===== src/rtl/data_mem_arbiter.sv =====
// Data-memory port arbiter between the CPU MEM stage and a DMA requester, with wait states
// and a DMA starvation limit. Define DATA_MEM_ARB_PERF_EN to enable the stall-cycle counter.
module data_mem_arbiter #(
  parameter int unsigned ADDR_WIDTH   = 32,
  parameter int unsigned DATA_WIDTH   = 32,
  parameter int unsigned WAIT_STATES  = 1,
  parameter int unsigned STARVE_LIMIT = 4
) (
  input  logic                  i_clk,
  input  logic                  i_reset,
  input  logic                  i_cpu_req,
  input  logic                  i_cpu_we,
  input  logic [ADDR_WIDTH-1:0] i_cpu_addr,
  input  logic [DATA_WIDTH-1:0] i_cpu_wdata,
  output logic [DATA_WIDTH-1:0] o_cpu_rdata,
  output logic                  o_cpu_stall,
  input  logic                  i_dma_req,
  input  logic                  i_dma_we,
  input  logic [ADDR_WIDTH-1:0] i_dma_addr,
  input  logic [DATA_WIDTH-1:0] i_dma_wdata,
  output logic [DATA_WIDTH-1:0] o_dma_rdata,
  output logic                  o_dma_ack,
  output logic [ADDR_WIDTH-1:0] o_mem_addr,
  output logic [DATA_WIDTH-1:0] o_mem_wdata,
  output logic                  o_mem_we,
  output logic                  o_mem_re,
  input  logic [DATA_WIDTH-1:0] i_mem_rdata,
  output logic [31:0]           o_cpu_stall_cycles
);

  typedef enum logic [1:0] {StIdle, StCpuAcc, StDmaAcc} state_e;

  localparam logic [2:0] LastCnt   = 3'(WAIT_STATES);
  localparam logic [3:0] StarveMax = 4'(STARVE_LIMIT);

  state_e                r_state, w_state_next;
  logic [2:0]            r_cnt;
  logic [3:0]            r_starve;
  logic [ADDR_WIDTH-1:0] r_addr;
  logic [DATA_WIDTH-1:0] r_wdata;
  logic                  r_we;
  logic [DATA_WIDTH-1:0] r_cpu_rdata;
  logic [DATA_WIDTH-1:0] r_dma_rdata;

  logic w_done;
  logic w_grant_cpu;
  logic w_grant_dma;
  logic w_cpu_rd_done;
  logic w_dma_rd_done;

  assign w_done        = (r_state != StIdle) && (r_cnt == LastCnt);
  assign w_cpu_rd_done = (r_state == StCpuAcc) && w_done && !r_we;
  assign w_dma_rd_done = (r_state == StDmaAcc) && w_done && !r_we;

  always_comb begin
    w_state_next = r_state;
    w_grant_cpu  = 1'b0;
    w_grant_dma  = 1'b0;
    unique case (r_state)
      StIdle: begin
        // CPU wins ties until it has used up its consecutive-grant allowance.
        if (i_cpu_req && (!i_dma_req || (r_starve != StarveMax))) begin
          w_grant_cpu  = 1'b1;
          w_state_next = StCpuAcc;
        end else if (i_dma_req) begin
          w_grant_dma  = 1'b1;
          w_state_next = StDmaAcc;
        end
      end
      StCpuAcc, StDmaAcc: begin
        if (w_done) w_state_next = StIdle;
      end
      default: w_state_next = StIdle;
    endcase
  end

  always_ff @(posedge i_clk) begin
    if (i_reset) begin
      r_state     <= StIdle;
      r_cnt       <= '0;
      r_starve    <= '0;
      r_addr      <= '0;
      r_wdata     <= '0;
      r_we        <= 1'b0;
      r_cpu_rdata <= '0;
      r_dma_rdata <= '0;
    end else begin
      r_state <= w_state_next;
      if (w_grant_cpu || w_grant_dma) begin
        r_cnt   <= '0;
        r_addr  <= w_grant_cpu ? i_cpu_addr  : i_dma_addr;
        r_wdata <= w_grant_cpu ? i_cpu_wdata : i_dma_wdata;
        r_we    <= w_grant_cpu ? i_cpu_we    : i_dma_we;
      end else if (r_state != StIdle) begin
        r_cnt <= r_cnt + 3'd1;
      end
      if (r_state == StIdle) begin
        if (w_grant_dma || !i_dma_req) begin
          r_starve <= '0;
        end else if (w_grant_cpu && (r_starve != StarveMax)) begin
          r_starve <= r_starve + 4'd1;
        end
      end
      if (w_cpu_rd_done) r_cpu_rdata <= i_mem_rdata;
      if (w_dma_rd_done) r_dma_rdata <= i_mem_rdata;
    end
  end

  assign o_mem_addr  = r_addr;
  assign o_mem_wdata = r_wdata;
  assign o_mem_re    = (r_state != StIdle) && !r_we;
  assign o_mem_we    = w_done && r_we;
  assign o_dma_ack   = (r_state == StDmaAcc) && w_done;
  assign o_cpu_stall = i_cpu_req && !((r_state == StCpuAcc) && w_done);
  assign o_cpu_rdata = w_cpu_rd_done ? i_mem_rdata : r_cpu_rdata;
  assign o_dma_rdata = w_dma_rd_done ? i_mem_rdata : r_dma_rdata;

`ifdef DATA_MEM_ARB_PERF_EN
  logic [31:0] r_stall_cycles;

  always_ff @(posedge i_clk) begin
    if (i_reset) begin
      r_stall_cycles <= '0;
    end else if (o_cpu_stall) begin
      r_stall_cycles <= r_stall_cycles + 32'd1;
    end
  end

  assign o_cpu_stall_cycles = r_stall_cycles;
`else
  assign o_cpu_stall_cycles = '0;
`endif

endmodule


===== config.mk =====
export PLATFORM = sky130hd
export DESIGN_NAME = data_mem_arbiter
export DESIGN_NICKNAME = d
export VERILOG_FILES = /design/src/rtl/data_mem_arbiter.sv
export SDC_FILE = /design/constraint.sdc
export NUM_CORES = 1
export LEC_CHECK = 0
export ABC_AREA = 1
export CORE_AREA = 2 2 130 132
export DETAILED_ROUTE_END_ITERATION = 6
export DIE_AREA = 0 0 132 134
export DONT_BUFFER_PORTS = 1
export GPL_ROUTABILITY_DRIVEN = 0
export GPL_TIMING_DRIVEN = 0
export PLACE_DENSITY = 0.62
export SLEW_MARGIN = 25
export SYNTH_ARGS = -nofsm -noshare
export SYNTH_HDL_FRONTEND = slang
export SYNTH_SLANG_ARGS = --single-unit

===== constraint.sdc =====
create_clock -name i_clk -period 4.2 [get_ports i_clk]
set_input_delay 1.26 -clock i_clk [delete_from_list [all_inputs] [get_ports i_clk]]
set_output_delay 1.26 -clock i_clk [all_outputs]
set_load 0.02 [all_outputs]

==> impl_results.md <==
* Pwr per Cell Area at 667 nW/um2
* Place WS at 0.655 ns
* Reg-to-Reg Start: r_state[0]
* CORE AREA at 16,300 um2
* Via/cell ratio at ~4.8
* Worst Tran Pin Value at 0.638 ns
* Clk pwr share at 27.5%
* Final slew viol count at 0
* Yosys warns at 0
* Worst EP arrival at 2.34 ns
* Top cells by count, synth: nand2_1, inv_1, nor2_1
* Hold buffers post-CTS at 0
* Distinct cells, synth at 26
* Synth top area share at 39.1%
* Setup slack, reg-to-reg at 2.25 ns
* Most used DFF post-synth: dfxtp_1
* First-pass GRT wire length at 32.8 mm
* Number of synthesized flops with an enable pin at 0
* Synthesized flop and latch total at around 140
* Final wirelength at 21.0 mm
* Final Cycle Share at 85.7%
* Clock Sinks at 138
* Number of global-route vias before repair at 6,079
* Via count at about 6,500
* Setup-failing EPs final at 0
* Initial antenna violation count at 0
* Max-Cap Viols at 0
* Syn avg cell area at about 6.4 um2
* Status: completed
* Setup Buffers After CTS at 0
* DRT iter0 DRCs at 364
* Cell count after synthesis at approximately 1,100
* Layout cells sized above 1 at between 10 and 15%
* Crit. End Element: primary output
* Final worst slack at approximately 0.60 ns
* Die width at 132 um
* Ant. Diodes at 0
* RSZ-0062 raised after global routing: false
* Seq pwr share at 37.9%
* Die area at 17,700 um2
* Hold crit path type: reg2reg
* Clk_lat worst skew at 0.42 ns
* Placement row count at between 40 and 50
* DR WL met2 at 10.2 mm
* Setup crit start kind: flip-flop
* Hold_sp: r_cnt[2]
* I/O pin count at 330
* Final Critical Period at 3.60 ns
* Drt drc at 0
* Fin Hold WS at 0.467 ns
* Max Used Layer: met4
* Slew HR at a little under three fifths
* Nets@finish at 1,318
* Internal power at roughly 0.0030 W
* Clock Tree Root: clkbuf_16
* Ys async rst share at 0%
* Logic pwr share at about a third
* H-tree depth at 4
* Final TNS setup at 0 ns
* Design area at 8030 um2
* Worst Skew at 0.00836 ns
* PostCTS Resize Cnt at 0
* CTS tree: yes
* Iteration count of the initial detailed-routing pass at 5
* GRT Util Overall at 23.5%
* Num CTS Buffers at 17
* Area growth syn-to-layout at 13.8%
* Maximum clock frequency at 278 MHz
* Reg2reg end: r_dma_rdata[26]
* Routed Antenna Nets at 0
* Initial Util at between 40% and 50%
* Area post-placement at 7450 um2
* Worst-path maximum fanout at 10
* Switch Pwr at about 0.0023 W
* Maximum VDD drop at 343 uV
* Pin count of the biggest net entering global routing at 17
* Worst EP required at 2.94 ns
* DR WL/cell at 15.2 um
* Leak pwr at 4.78 nW
* IO Port Bufs at 0
* Wl on met1 at 8.59 mm
* Met3 WL at 1.79 mm
* Fill count at around 1,700
* Hold worst-path end: r_cnt[2]
* Gr ovfl total at 0
* Synth top area cells: dfxtp_1, nand2_1, inv_1, nor2_1, nand4_1
* R2R cell count at 9
* Detail Placement HPWL at 16.1 mm
* Yosys top cell by area: dfxtp_1
* Cell area after synthesis at 7060 um2
* Clock Path Buffers at 2
* Hold Path Depth at 2
* Final hold viol count at 0
* Critical path class: reg2out
* Most common cell in the synthesized netlist: nand2_1
* Sw frac at 43.6%
* Clock edge transition at the registers on the reported setup and hold paths at ~0.060 ns
* Seq/Total Area, Yosys at 39.1%
* Chip Height at 134 um
==> cell type report <==
type	count	area, um2	area share (%)
clock inverter	15	154	1.92
inverter	211	792	9.86
tap	220	275	3.43
sequential	138	2760	34.4
multi-input combinational	674	2990	37.2
clock buffer	17	425	5.30
buffer	103	634	7.90
==> critical path: stages, from the launching register on <==
cell	delay, ns
dfxtp_1	0.33
inv_1	0.08
ha_1	0.29
inv_2	0.13
nand3_2	0.15
nor2_4	0.23
nand2_4	0.16
buf_6	0.18
o21ai_1	0.20
inv_1	0.16
==> cells in the final DEF, fill, tap and decap left out, types with 16 or more instances in the layout <==
master     instances
buf_2             39
buf_4             33
clkbuf_1          16
clkbuf_16         17
conb_1            32
dfxtp_1          138
inv_1            207
nand2_1          211
nand3_1           69
nand4_1           66
nor2_1           207
o21ai_1           64
==> power groups by stage <==
stage	registers, W	logic (W)	clock network, W
6_report	0.00203	0.00185	0.00147
5_1_grt	0.00205	0.00213	0.00156
4_1_cts	0.00203	0.00185	0.00151
3_5_place_dp	0.00206	0.00184	0
3_3_place_gp	0.00206	0.00182	0
2_1_floorplan	0.00197	0.00147	0
==> metrics by stage <==
step / instances / power [W] / util [%]
after floorplan: 1126 / 0.00344 / -
after global placement: 1346 / 0.00388 / 45.7
after detailed placement: 1346 / 0.00390 / 45.7
after CTS: 1378 / 0.00540 / 49.3
after global routing: 1378 / 0.00574 / 49.3
final: 1378 / 0.00535 / 49.3
==> routing by layer <==
metal	track usage (%)	up-vias
met2	40.3	267
met5	0	-
met4	7.43	0
li1	-	3362
met3	8.20	29
met1	27.6	2888
==> worst max path at each step <==
stage	from	end	slack, ns	cells past startpoint
after detailed placement	i_cpu_req	o_cpu_stall	0.66	5
final	r_state[0]	o_dma_rdata[26]	0.60	9
after floorplan	i_cpu_req	o_cpu_stall	0.95	5
after CTS	r_state[0]	o_dma_rdata[16]	0.56	9
after global routing	r_state[0]	o_dma_rdata[10]	0.36	9
after global placement	i_cpu_req	o_cpu_stall	0.65	5
==> sequential cells by signal, indices dropped and copies added, names as in the netlist <==
register and count:
o_mem_addr 32, o_mem_wdata 32, r_cnt 3, r_cpu_rdata 32, r_dma_rdata 32, r_starve 4, r_state 2, r_we 1
==> cells by family after synthesis <==
group	Yosys count	synth area share, %
adders and majority gates	7	1.24
and+or+nand+nor	561	34.0
xor gates and xnor gates	1	0.124
buffers and inverters	314	20.2
DFF	138	39.1
AOI/OAI and AO/OA	73	5.25
other	1	0.0531
No activity file was read; power rests on OpenSTA's default activity.
